## src/rtl/keylock_entry_sequencer.sv

```systemverilog
// -----------------------------------------------------------------------------
// keylock_entry_sequencer
//
// Datapath and sequencing companion to the keylock controller FSM.
//   - Shifts keypad digits into an entry buffer (last DIGITS digits are kept).
//   - Compares the buffer against the factory passcode, the staged candidate
//     or the stored user code (combinational match / ValidUC).
//   - Stages and commits a new user code, holds the lock indicator LED1.
//   - Times the blink sequences and returns a one-cycle DoneBlink pulse.
//
// Optional feature (compile-time macro KEYLOCK_LOCKOUT_EN):
//   Defined   - three consecutive failures lock the keypad for LOCKOUT_CYCLES.
//   Undefined - lockout is tied low and no fail-counter logic exists.
//
// Ports:
//   clk          in   system clock, rising edge
//   reset        in   asynchronous active-high reset
//   rdy          in   one-cycle keypress valid strobe
//   keypress     in   key code 0-15 (7/8/9 are command keys)
//   CheckPC      in   compare against PASSCODE
//   CheckValidUC in   entering a candidate user code
//   confirmUC    in   re-entering the candidate for confirmation
//   LOCKING      in   lock/unlock entry, compare against the user code
//   ToggleLED1   in   toggle lock indicator
//   error        in   failure blink request
//   Chillin      in   success blink request
//   match        out  combinational compare result
//   ValidUC      out  combinational candidate validity
//   DoneBlink    out  one-cycle pulse at the end of a blink sequence
//   LED1         out  lock indicator (1 = locked)
//   blink_led    out  blink drive
//   digit_count  out  digits held in the buffer
//   lockout      out  keypad locked out
// -----------------------------------------------------------------------------
module keylock_entry_sequencer #(
    parameter int                  DIGITS         = 4,
    parameter logic [4*DIGITS-1:0] PASSCODE       = 16'h1234,
    parameter int                  BLINK_HALF     = 12_500_000,
    parameter int                  BLINK_COUNT    = 3,
    parameter int                  LOCKOUT_CYCLES = 250_000_000
) (
    input  logic                         clk,
    input  logic                         reset,
    input  logic                         rdy,
    input  logic [3:0]                   keypress,
    input  logic                         CheckPC,
    input  logic                         CheckValidUC,
    input  logic                         confirmUC,
    input  logic                         LOCKING,
    input  logic                         ToggleLED1,
    input  logic                         error,
    input  logic                         Chillin,
    output logic                         match,
    output logic                         ValidUC,
    output logic                         DoneBlink,
    output logic                         LED1,
    output logic                         blink_led,
    output logic [$clog2(DIGITS+1)-1:0]  digit_count,
    output logic                         lockout
);

    localparam int W        = 4 * DIGITS;
    localparam int CNT_W    = $clog2(DIGITS + 1);
    localparam int HALF_W   = $clog2(BLINK_HALF + 1);
    localparam int HALVES_W = $clog2(2 * BLINK_COUNT + 1);
    localparam logic [CNT_W-1:0]    CNT_FULL    = CNT_W'(DIGITS);
    localparam logic [HALF_W-1:0]   HALF_LAST   = HALF_W'(BLINK_HALF - 1);
    localparam logic [HALVES_W-1:0] HALVES_LAST = HALVES_W'(2 * BLINK_COUNT - 1);

    logic [W-1:0]        entry_r, cand_r, uc_r, target_s;
    logic [CNT_W-1:0]    cnt_r;
    logic                uc_valid_r, led_r;
    logic                cmd_key_s, key8_s, rdy_ok_s, cmd_evt_s, digit_evt_s;
    logic                full_s, has_target_s, match_s, valid_uc_s, lockout_s;
    logic                req_s, req_q_r, start_s, running_r, blink_r, done_r;
    logic [HALF_W-1:0]   half_cnt_r, half_nxt_s;
    logic [HALVES_W-1:0] halves_r, halves_nxt_s;
    logic                done_nxt_s;

    assign cmd_key_s   = (keypress == 4'd7) || (keypress == 4'd8) || (keypress == 4'd9);
    assign key8_s      = (keypress == 4'd8);
    // A locked-out keypad sees no strobes at all: no capture and no clear.
    assign rdy_ok_s    = rdy & ~lockout_s;
    assign cmd_evt_s   = rdy_ok_s & cmd_key_s;
    assign digit_evt_s = rdy_ok_s & ~cmd_key_s & ~(error | Chillin);
    assign full_s      = (cnt_r == CNT_FULL);

    // Compare target selection, CheckPC has the highest priority.
    always_comb begin
        target_s     = {W{1'b0}};
        has_target_s = 1'b0;
        if (CheckPC) begin
            target_s     = PASSCODE;
            has_target_s = 1'b1;
        end else if (confirmUC) begin
            target_s     = cand_r;
            has_target_s = 1'b1;
        end else if (LOCKING) begin
            target_s     = uc_r;
            has_target_s = 1'b1;
        end else begin
            target_s     = {W{1'b0}};
            has_target_s = 1'b0;
        end
    end

    // An unprogrammed user code must never unlock, even if the buffer equals it.
    assign match_s    = full_s & has_target_s & (entry_r == target_s) & (LOCKING ? uc_valid_r : 1'b1);
    assign valid_uc_s = full_s & (entry_r != PASSCODE);
    assign match      = match_s;
    assign ValidUC    = valid_uc_s;

    // Entry buffer and digit counter; commands and end of blink clear it.
    always_ff @(posedge clk or posedge reset) begin
        if (reset) begin
            entry_r <= {W{1'b0}};
            cnt_r   <= {CNT_W{1'b0}};
        end else if (cmd_evt_s || done_r) begin
            entry_r <= {W{1'b0}};
            cnt_r   <= {CNT_W{1'b0}};
        end else if (digit_evt_s) begin
            // Truncating the concatenation keeps only the newest DIGITS digits.
            entry_r <= W'({entry_r, keypress});
            cnt_r   <= full_s ? CNT_FULL : cnt_r + CNT_W'(1);
        end else begin
            entry_r <= entry_r;
            cnt_r   <= cnt_r;
        end
    end

    // Candidate staging and user-code commit on the key-8 strobe.
    always_ff @(posedge clk or posedge reset) begin
        if (reset) begin
            cand_r     <= {W{1'b0}};
            uc_r       <= {W{1'b0}};
            uc_valid_r <= 1'b0;
        end else if (cmd_evt_s && key8_s && confirmUC && match_s) begin
            uc_r       <= cand_r;
            uc_valid_r <= 1'b1;
        end else if (cmd_evt_s && key8_s && CheckValidUC && valid_uc_s) begin
            cand_r     <= entry_r;
        end else begin
            cand_r     <= cand_r;
        end
    end

    // Lock indicator toggles once per ToggleLED1 cycle.
    always_ff @(posedge clk or posedge reset) begin
        if (reset) begin
            led_r <= 1'b0;
        end else if (ToggleLED1) begin
            led_r <= ~led_r;
        end else begin
            led_r <= led_r;
        end
    end

    assign req_s   = error | Chillin;
    assign start_s = req_s & ~req_q_r;

    // Next half-period position; DoneBlink is raised for the final cycle.
    always_comb begin
        half_nxt_s   = half_cnt_r + HALF_W'(1);
        halves_nxt_s = halves_r;
        if (half_cnt_r == HALF_LAST) begin
            half_nxt_s   = {HALF_W{1'b0}};
            halves_nxt_s = halves_r + HALVES_W'(1);
        end else begin
            half_nxt_s   = half_cnt_r + HALF_W'(1);
            halves_nxt_s = halves_r;
        end
        done_nxt_s = (halves_nxt_s == HALVES_LAST) && (half_nxt_s == HALF_LAST);
    end

    // Blink timer: starts on a request rising edge, runs to completion.
    always_ff @(posedge clk or posedge reset) begin
        if (reset) begin
            req_q_r    <= 1'b0;
            running_r  <= 1'b0;
            blink_r    <= 1'b0;
            done_r     <= 1'b0;
            half_cnt_r <= {HALF_W{1'b0}};
            halves_r   <= {HALVES_W{1'b0}};
        end else begin
            req_q_r <= req_s;
            if (running_r && done_r) begin
                running_r  <= 1'b0;
                blink_r    <= 1'b0;
                done_r     <= 1'b0;
                half_cnt_r <= {HALF_W{1'b0}};
                halves_r   <= {HALVES_W{1'b0}};
            end else if (running_r) begin
                half_cnt_r <= half_nxt_s;
                halves_r   <= halves_nxt_s;
                blink_r    <= (half_cnt_r == HALF_LAST) ? ~blink_r : blink_r;
                done_r     <= done_nxt_s;
            end else if (start_s) begin
                running_r  <= 1'b1;
                blink_r    <= 1'b1;
                done_r     <= 1'b0;
                half_cnt_r <= {HALF_W{1'b0}};
                halves_r   <= {HALVES_W{1'b0}};
            end else begin
                blink_r    <= 1'b0;
                done_r     <= 1'b0;
            end
        end
    end

    assign DoneBlink   = done_r;
    assign blink_led   = blink_r;
    assign LED1        = led_r;
    assign digit_count = cnt_r;

`ifdef KEYLOCK_LOCKOUT_EN
    localparam int LOCK_W = $clog2(LOCKOUT_CYCLES + 1);
    localparam logic [LOCK_W-1:0] LOCK_LAST = LOCK_W'(LOCKOUT_CYCLES - 1);

    logic              err_q_r, chl_q_r, lockout_r;
    logic [1:0]        fail_cnt_r;
    logic [LOCK_W-1:0] lock_cnt_r;

    // Consecutive-failure counter and lockout timer.
    always_ff @(posedge clk or posedge reset) begin
        if (reset) begin
            err_q_r    <= 1'b0;
            chl_q_r    <= 1'b0;
            lockout_r  <= 1'b0;
            fail_cnt_r <= 2'd0;
            lock_cnt_r <= {LOCK_W{1'b0}};
        end else begin
            err_q_r <= error;
            chl_q_r <= Chillin;
            if (lockout_r) begin
                if (lock_cnt_r == {LOCK_W{1'b0}}) begin
                    lockout_r  <= 1'b0;
                    fail_cnt_r <= 2'd0;
                end else begin
                    lock_cnt_r <= lock_cnt_r - LOCK_W'(1);
                end
            end else if (done_r && (fail_cnt_r == 2'd3)) begin
                lockout_r  <= 1'b1;
                lock_cnt_r <= LOCK_LAST;
            end else if ((Chillin && !chl_q_r) || ToggleLED1) begin
                fail_cnt_r <= 2'd0;
            end else if (error && !err_q_r && (fail_cnt_r != 2'd3)) begin
                fail_cnt_r <= fail_cnt_r + 2'd1;
            end else begin
                fail_cnt_r <= fail_cnt_r;
            end
        end
    end

    assign lockout_s = lockout_r;
    assign lockout   = lockout_r;
`else
    assign lockout_s = 1'b0;
    // Always low; the term only keeps LOCKOUT_CYCLES referenced in this build.
    assign lockout   = 1'b0 & (LOCKOUT_CYCLES > 0);
`endif

endmodule
```

## config.mk

```make
export PLATFORM = sky130hd
export DESIGN_NAME = keylock_entry_sequencer
export DESIGN_NICKNAME = d
export VERILOG_FILES = /design/src/rtl/keylock_entry_sequencer.sv
export SDC_FILE = /design/constraint.sdc
export NUM_CORES = 1
export LEC_CHECK = 0
export BUFFER_PORTS_ARGS = -buffer_cell sky130_fd_sc_hd__buf_2
export CAP_MARGIN = 20
export CORE_AREA = 2 2 95 97
export DETAILED_ROUTE_END_ITERATION = 8
export DIE_AREA = 0 0 97 99
export PLACE_DENSITY = 0.75
export RECOVER_POWER = 100
export SYNTH_ARGS = -nofsm -noshare
export SYNTH_HDL_FRONTEND = slang
export SYNTH_SLANG_ARGS = --single-unit
```

## constraint.sdc

```tcl
create_clock -name clk -period 3.3 [get_ports clk]
set_input_delay 0.66 -clock clk [delete_from_list [all_inputs] [get_ports clk]]
set_output_delay 0.66 -clock clk [all_outputs]
set_load 0.05 [all_outputs]
```

==> results of run 1 <==
## worst max-delay path, stage by stage
cell and delay, ns:
sky130_fd_sc_hd__buf_2 0.21, sky130_fd_sc_hd__and3b_1 0.23, sky130_fd_sc_hd__clkbuf_4 0.14, sky130_fd_sc_hd__nor4_1 0.20, sky130_fd_sc_hd__o211ai_1 0.14, sky130_fd_sc_hd__a22oi_1 0.19
sky130_fd_sc_hd__and4_1 0.28, sky130_fd_sc_hd__and3b_1 0.21, sky130_fd_sc_hd__clkbuf_4 0.24
## worst min-delay path by stage
stage / from / endpoint / depth (start not counted)
after floorplan: uc_valid_r / uc_valid_r / 1
after global placement: LED1 / LED1 / 1
after detailed placement: LED1 / LED1 / 1
after CTS: reset / uc_r[10] / 2
after global routing: ToggleLED1 / LED1 / 2
final: LED1 / LED1 / 1
## metrics by stage
| stage | power (mW) | hold slack [ns] |
|---|---|---|
| global placement | 1.61 | 0.448 |
| floorplan | 1.51 | 0.435 |
| global route | 2.56 | 0.481 |
| detailed placement | 1.62 | 0.451 |
| CTS | 2.46 | 0.370 |
| finish | 2.44 | 0.470 |
## registers in the layout (all words and copies together), names as in the netlist
| register | cells |
|---|---|
| half_cnt_r | 24 |
| cand_r | 16 |
| entry_r | 16 |
| uc_r | 16 |
| digit_count | 3 |
| halves_r | 3 |
| DoneBlink | 1 |
| LED1 | 1 |
| blink_led | 1 |
| req_q_r | 1 |
| running_r | 1 |
| uc_valid_r | 1 |
## kinds of logic after synthesis
group           Yosys count
flops                    84
other cells               1
fa+ha+maj                 4
simple gates            164
compound gates          124
mux                      33
buf+inv                  37
xor+xnor                 23
## area by class of cell
cell class,count,share of cell area
well taps,108,0.0269
repair buffers,35,0.0374
clock inverters,7,0.0209
flip-flops and latches,84,0.419
clock buffers,9,0.0247
inverters,5,0.00399
multi-input cells,349,0.468
## power groups by stage
stage / clock network, mW / registers [mW] / logic, mW
floorplan: 0 / 1.25 / 0.266
global placement: 0 / 1.22 / 0.383
detailed placement: 0 / 1.23 / 0.395
CTS: 0.857 / 1.21 / 0.396
global route: 0.902 / 1.23 / 0.430
finish: 0.842 / 1.21 / 0.382
## cell usage in the layout (no fill, tap or decap), types with 4 or more instances in the layout
cell	count
sky130_fd_sc_hd__nor3_1	5
sky130_fd_sc_hd__inv_1	4
sky130_fd_sc_hd__clkbuf_1	12
sky130_fd_sc_hd__nor2_1	25
sky130_fd_sc_hd__a21oi_1	22
sky130_fd_sc_hd__and3b_1	4
sky130_fd_sc_hd__nand2b_1	5
sky130_fd_sc_hd__clkbuf_8	9
sky130_fd_sc_hd__xnor2_1	10
sky130_fd_sc_hd__o21ai_0	47
sky130_fd_sc_hd__nand3b_1	10
sky130_fd_sc_hd__o211ai_1	5
sky130_fd_sc_hd__xor2_1	13
sky130_fd_sc_hd__dfrtp_1	84
sky130_fd_sc_hd__ha_1	4
sky130_fd_sc_hd__a31oi_1	8
sky130_fd_sc_hd__nand4_1	12
sky130_fd_sc_hd__mux2_2	33
sky130_fd_sc_hd__nand2_1	45
sky130_fd_sc_hd__a22o_1	17
sky130_fd_sc_hd__buf_2	11
sky130_fd_sc_hd__and3_1	8
sky130_fd_sc_hd__nand3_1	12
sky130_fd_sc_hd__o31ai_1	10
sky130_fd_sc_hd__nor4_1	7
sky130_fd_sc_hd__buf_4	5
## metal layers
| metal | track usage | up-vias | routed length, um |
|---|---|---|---|
| li1 | - | 1758 | - |
| met1 | 0.326 | 1851 | 4890 |
| met2 | 0.355 | 92 | 4750 |
| met3 | 0.0241 | 17 | 441 |
| met4 | 0.0802 | 0 | 175 |
| met5 | 0 | - | 0 |
==> reports/metrics.json, run 1 <==
{
  "outcome": {
    "status": "complete, but fails checks",
    "failing_checks": "capacitance limit, slew limit"
  },
  "critical_path": {
    "worst-r2r-cell-count": 8,
    "startpoint": "LOCKING",
    "worst-r2r-setup-slack_ns": 0.51,
    "worst_setup_path_end_kind": "output pin",
    "critical_path.startpoint_type": "input port",
    "crit_path_max_fanout": 15,
    "rr_startpoint": "half_cnt_r[0]",
    "rr_endpoint": "DoneBlink",
    "setup.worst_path.end": "match",
    "worstSetupPathType": "in2out",
    "worstPathArrival_ns": 2.48,
    "worst_ep_required_time_ns": 2.64
  },
  "clocking": {
    "cts_setup_buffers": 0,
    "cts_tree": "done",
    "cts_buffers": 9,
    "h-tree-depth": 3,
    "clock_root_buffer": "sky130_fd_sc_hd__clkbuf_8",
    "clkSlewWorstSetupHoldPaths_ns": 0.08,
    "cts_resized": 0,
    "cts_buffer_depth": 2,
    "cts-hold-fix-buffers": 0,
    "numClockSinks": 84,
    "worstSkewPairLatency_ns": 0.37
  },
  "sta": {
    "setup_ws_ns": 0.157,
    "fin_skew_ns": 0.0117,
    "number_of_setup_violations_in_the_final_report": 0,
    "max_slew_headroom": -0.0605,
    "hold_violations": 0,
    "unrepaired_setup_endpoints_after_global_routing": "no",
    "slew_violations": 36,
    "final.period_utilization": 0.952,
    "tightestPinTransition_ns": 1.58,
    "fin_tns_setup_ns": 0,
    "timing.fmax_ghz": 0.318,
    "layout_min_cycle_time_ns": 3.14
  },
  "logic_synthesis": {
    "synth_top_flop_cell": "sky130_fd_sc_hd__dfrtp_1",
    "synth_async_sr_flop_share": 1.00,
    "synth.lib_cells_used.distinct": 58,
    "muxShareOfSynthArea": 0.0801,
    "synth_commonest_cells": "84 x sky130_fd_sc_hd__dfrtp_1, 47 x sky130_fd_sc_hd__o21ai_0, 45 x sky130_fd_sc_hd__nand2_1",
    "syn-mean-instance-area_um2": 9.87,
    "post_synth_edffs": 0,
    "seq_area_frac_synth": 0.453,
    "yosys.area_share.xor_xnor": 0.0434,
    "yosysWarningCount": 0,
    "syn_inst": 470,
    "syn_nets": 488,
    "yosys_register_bits": 84,
    "synth-compound-area-share": 0.169,
    "syn-cell-area_mm2": 0.00464,
    "dominant_combinational_cell_family_by_area_after_synthesis": "simple AND/OR/NAND/NOR gates",
    "yosys.cell_count.top_type": "sky130_fd_sc_hd__dfrtp_1",
    "synth_top_area_cell": "sky130_fd_sc_hd__dfrtp_1",
    "synth-simple-area-share": 0.206,
    "synth_area_leaders": "sky130_fd_sc_hd__dfrtp_1 45%, sky130_fd_sc_hd__mux2_2 8.0%, sky130_fd_sc_hd__o21ai_0 5.1%",
    "area_share_of_fa_ha_maj_cells_after_synthesis": 0.0108,
    "synth.top_cell.area_share": 0.453
  },
  "detailed_routing": {
    "wirelength_um": 10300,
    "wire_per_inst_um": 17.2,
    "1st_iter_drt_viols": 205,
    "first_pass_iters": 5,
    "route.vias.total": 3718,
    "vias_per_cell": 6.23,
    "drc": 0,
    "route.antenna.remaining_nets": 0
  },
  "global_routing": {
    "grt_max_degree": 36,
    "first_pass_grt_wire_length_um": 17700,
    "grt_overflow_total": 0,
    "via_count_of_the_first_global_routing_pass": 3592,
    "overall_track_demand_over_capacity_in_global_routing": 0.225,
    "grt_antenna_before_repair": 0
  },
  "pwr": {
    "comb_power_share": 0.157,
    "power_switching_share": 0.310,
    "ir_worst_vdd_uv": 361,
    "power.leakage_nw": 2.20,
    "power.switching_mw": 0.755,
    "p_int_mw": 1.68,
    "power.share.clock": 0.346,
    "power.sequential.fraction": 0.497,
    "power_per_cell_area_mw_per_mm2": 485
  },
  "layout": {
    "insertedDiodeCount": 0,
    "utilization": 0.587,
    "drive_gt1_frac": 0.174,
    "design.final.nets": 502,
    "stdcell_area_mm2": 0.00502,
    "multi_input_gate_area_mm2": 0.00235,
    "area_growth_pct": 8.22,
    "num-fill-cells": 727,
    "layout.area.seq_mm2": 0.00210,
    "stdcell_count": 597
  },
  "place": {
    "cells_after_dpl": 581,
    "detailedPlace.worstSlack_ns": 0.0458,
    "placed_area_mm2": 0.00485,
    "hpwl_um": 7030,
    "place.gp.congestion": 0.839,
    "numPortBuffers": 21
  },
  "floorplanning": {
    "core-area_mm2": 0.00855,
    "number_of_i_o_pins": 23,
    "fp-row-count": 34,
    "die_h_um": 99,
    "die_area_mm2": 0.00960,
    "initial_core_utilization": 0.543,
    "horiz_die_dim_um": 97
  },
  "worst_hold_path": {
    "hold_path.class": "reg2reg"
  },
  "run": {
    "max_cap_viol": 1
  }
}
(Power assumes the default switching activity.)
==> run 2: changes to the inputs <==
Settings changed: PLACE_DENSITY 0.75 to 0.72.
==> reports/metrics.json, run 2 (same netlist as run 1, synthesis figures left out) <==
{
  "floorplanning": {
    "die_h_um": 99,
    "horiz_die_dim_um": 97,
    "fp-row-count": 34,
    "number_of_i_o_pins": 23,
    "core-area_mm2": 0.00855,
    "initial_core_utilization": 0.543,
    "die_area_mm2": 0.00960
  },
  "layout": {
    "stdcell_area_mm2": 0.00498,
    "area_growth_pct": 7.28,
    "design.final.nets": 495,
    "largest-register": "half_cnt_r",
    "insertedDiodeCount": 0,
    "num-fill-cells": 717,
    "layout_commonest_cell": "sky130_fd_sc_hd__dfrtp_1",
    "drive_gt1_frac": 0.168,
    "utilization": 0.582,
    "layout.cells.most_common_list": "84 x sky130_fd_sc_hd__dfrtp_1, 47 x sky130_fd_sc_hd__o21ai_0, 46 x sky130_fd_sc_hd__nand2_1, 33 x sky130_fd_sc_hd__mux2_2, 25 x sky130_fd_sc_hd__nor2_1",
    "max_reg_flops": 24
  },
  "critical_path": {
    "crit_path_max_fanout": 22,
    "worst-r2r-cell-count": 9,
    "rr_endpoint": "half_cnt_r[20]",
    "worst-r2r-setup-slack_ns": 0.47,
    "critical_path.slowest_cell": "sky130_fd_sc_hd__o41ai_1",
    "crit_family": "simple AND/OR/NAND/NOR gates",
    "worst_path_largest_cell_delay_ns": 0.40,
    "crit_path_cell_trace": "clkbuf_4, nand3b_4, and3_1, o41ai_1, nand3_1, nor2_1, and3b_1, clkbuf_2",
    "rr_startpoint": "half_cnt_r[0]",
    "worstPathArrival_ns": 2.45,
    "critical_path.startpoint_type": "input port",
    "timing.critical_path.buf_inv": 2,
    "startpoint": "confirmUC",
    "worst_ep_required_time_ns": 2.64,
    "worstSetupPathType": "in2out",
    "worst_setup_path_end_kind": "output pin"
  },
  "clocking": {
    "cts_setup_buffers": 0,
    "cts-hold-fix-buffers": 0,
    "cts_tree": "done",
    "clkSlewWorstSetupHoldPaths_ns": 0.08,
    "numClockSinks": 84,
    "worstSkewPairLatency_ns": 0.35,
    "cts_buffer_depth": 2,
    "cts_buffers": 9,
    "h-tree-depth": 3,
    "clock_root_buffer": "sky130_fd_sc_hd__clkbuf_8"
  },
  "sta": {
    "slew_violations": 0,
    "layout_min_cycle_time_ns": 3.11,
    "final.period_utilization": 0.942,
    "max_slew_headroom": 0.0376,
    "tightestPinTransition_ns": 1.44,
    "hold_violations": 0,
    "fin_skew_ns": 0.0130,
    "setup_ws_ns": 0.192,
    "number_of_setup_violations_in_the_final_report": 0,
    "unrepaired_setup_endpoints_after_global_routing": "no",
    "timing.fmax_ghz": 0.322,
    "fin_tns_setup_ns": 0
  },
  "detailed_routing": {
    "first_pass_iters": 5,
    "1st_iter_drt_viols": 257,
    "wirelength_um": 10000,
    "drc": 0,
    "wire_per_inst_um": 17.0,
    "route.vias.total": 3639,
    "vias_per_cell": 6.17,
    "route.antenna.remaining_nets": 0
  },
  "global_routing": {
    "first_pass_grt_wire_length_um": 17200,
    "via_count_of_the_first_global_routing_pass": 3475,
    "grt_antenna_before_repair": 0,
    "grt_max_degree": 54,
    "overall_track_demand_over_capacity_in_global_routing": 0.219,
    "grt_overflow_total": 0
  },
  "place": {
    "numPortBuffers": 21,
    "hpwl_um": 6740,
    "detailedPlace.worstSlack_ns": 0.0664,
    "placed_area_mm2": 0.00480,
    "place.gp.congestion": 0.797
  },
  "pwr": {
    "power_per_cell_area_mw_per_mm2": 484,
    "power.leakage_nw": 2.17,
    "finalPower_mw": 2.41,
    "ir_worst_vdd_uv": 311
  },
  "outcome": {
    "status": "finished, final reports clean"
  },
  "worst_hold_path": {
    "whs_endpoint": "LED1",
    "hp-start": "LED1",
    "hold_path.class": "reg2reg",
    "hold-path-cell-count": 1
  },
  "run": {
    "max_cap_viol": 0
  }
}
run 2: where the power goes:
| part | total, mW | internal [mW] | leakage [nW] | switching (mW) |
|---|---|---|---|---|
| Sequential | 1.21 | 1.10 | 1.15 | 0.111 |
| Combinational | 0.378 | 0.139 | 0.912 | 0.239 |
| Clock | 0.818 | 0.432 | 0.114 | 0.386 |
| Total | 2.41 | 1.67 | 2.17 | 0.737 |
run 2: per-stage QoR:
stage | cells | hold WS, ns
after global placement | 574 | 0.451
final | 590 | 0.470
after global routing | 590 | 0.499
after floorplan | 470 | 0.435
after detailed placement | 574 | 0.458
after CTS | 590 | 0.355
run 2: what timing repair did:
action | CTS | global route
endpoints found under the setup margin | 0 | 1
endpoints found under the hold margin | 0 | 0
resized for setup | 0 | 2
run 2: routing by layer:
metal | wire length (um) | global-route usage
met3 | 408 | 0.0312
met2 | 4520 | 0.327
met1 | 4960 | 0.331
met4 | 129 | 0.0693
met5 | 0 | 0
run 2: how the worst max path moves through the flow:
stage	endpoint	slack (ns)	cells past startpoint
floorplan	cand_r[0]	0.29	8
CTS	match	0.14	8
global placement	cand_r[1]	0.13	8
global route	match	0.02	8
finish	match	0.19	8
detailed placement	cand_r[11]	0.07	8
run 2: cell type report:
| cell class | instances | area, um^2 | area share |
|---|---|---|---|
| clock buffer | 9 | 124 | 0.0249 |
| clock inverter | 7 | 96.3 | 0.0194 |
| inverter | 5 | 20.0 | 0.00402 |
| multi-input combinational | 349 | 2360 | 0.474 |
| sequential | 84 | 2100 | 0.422 |
| tap | 108 | 135 | 0.0271 |
| timing repair buffer | 28 | 140 | 0.0281 |
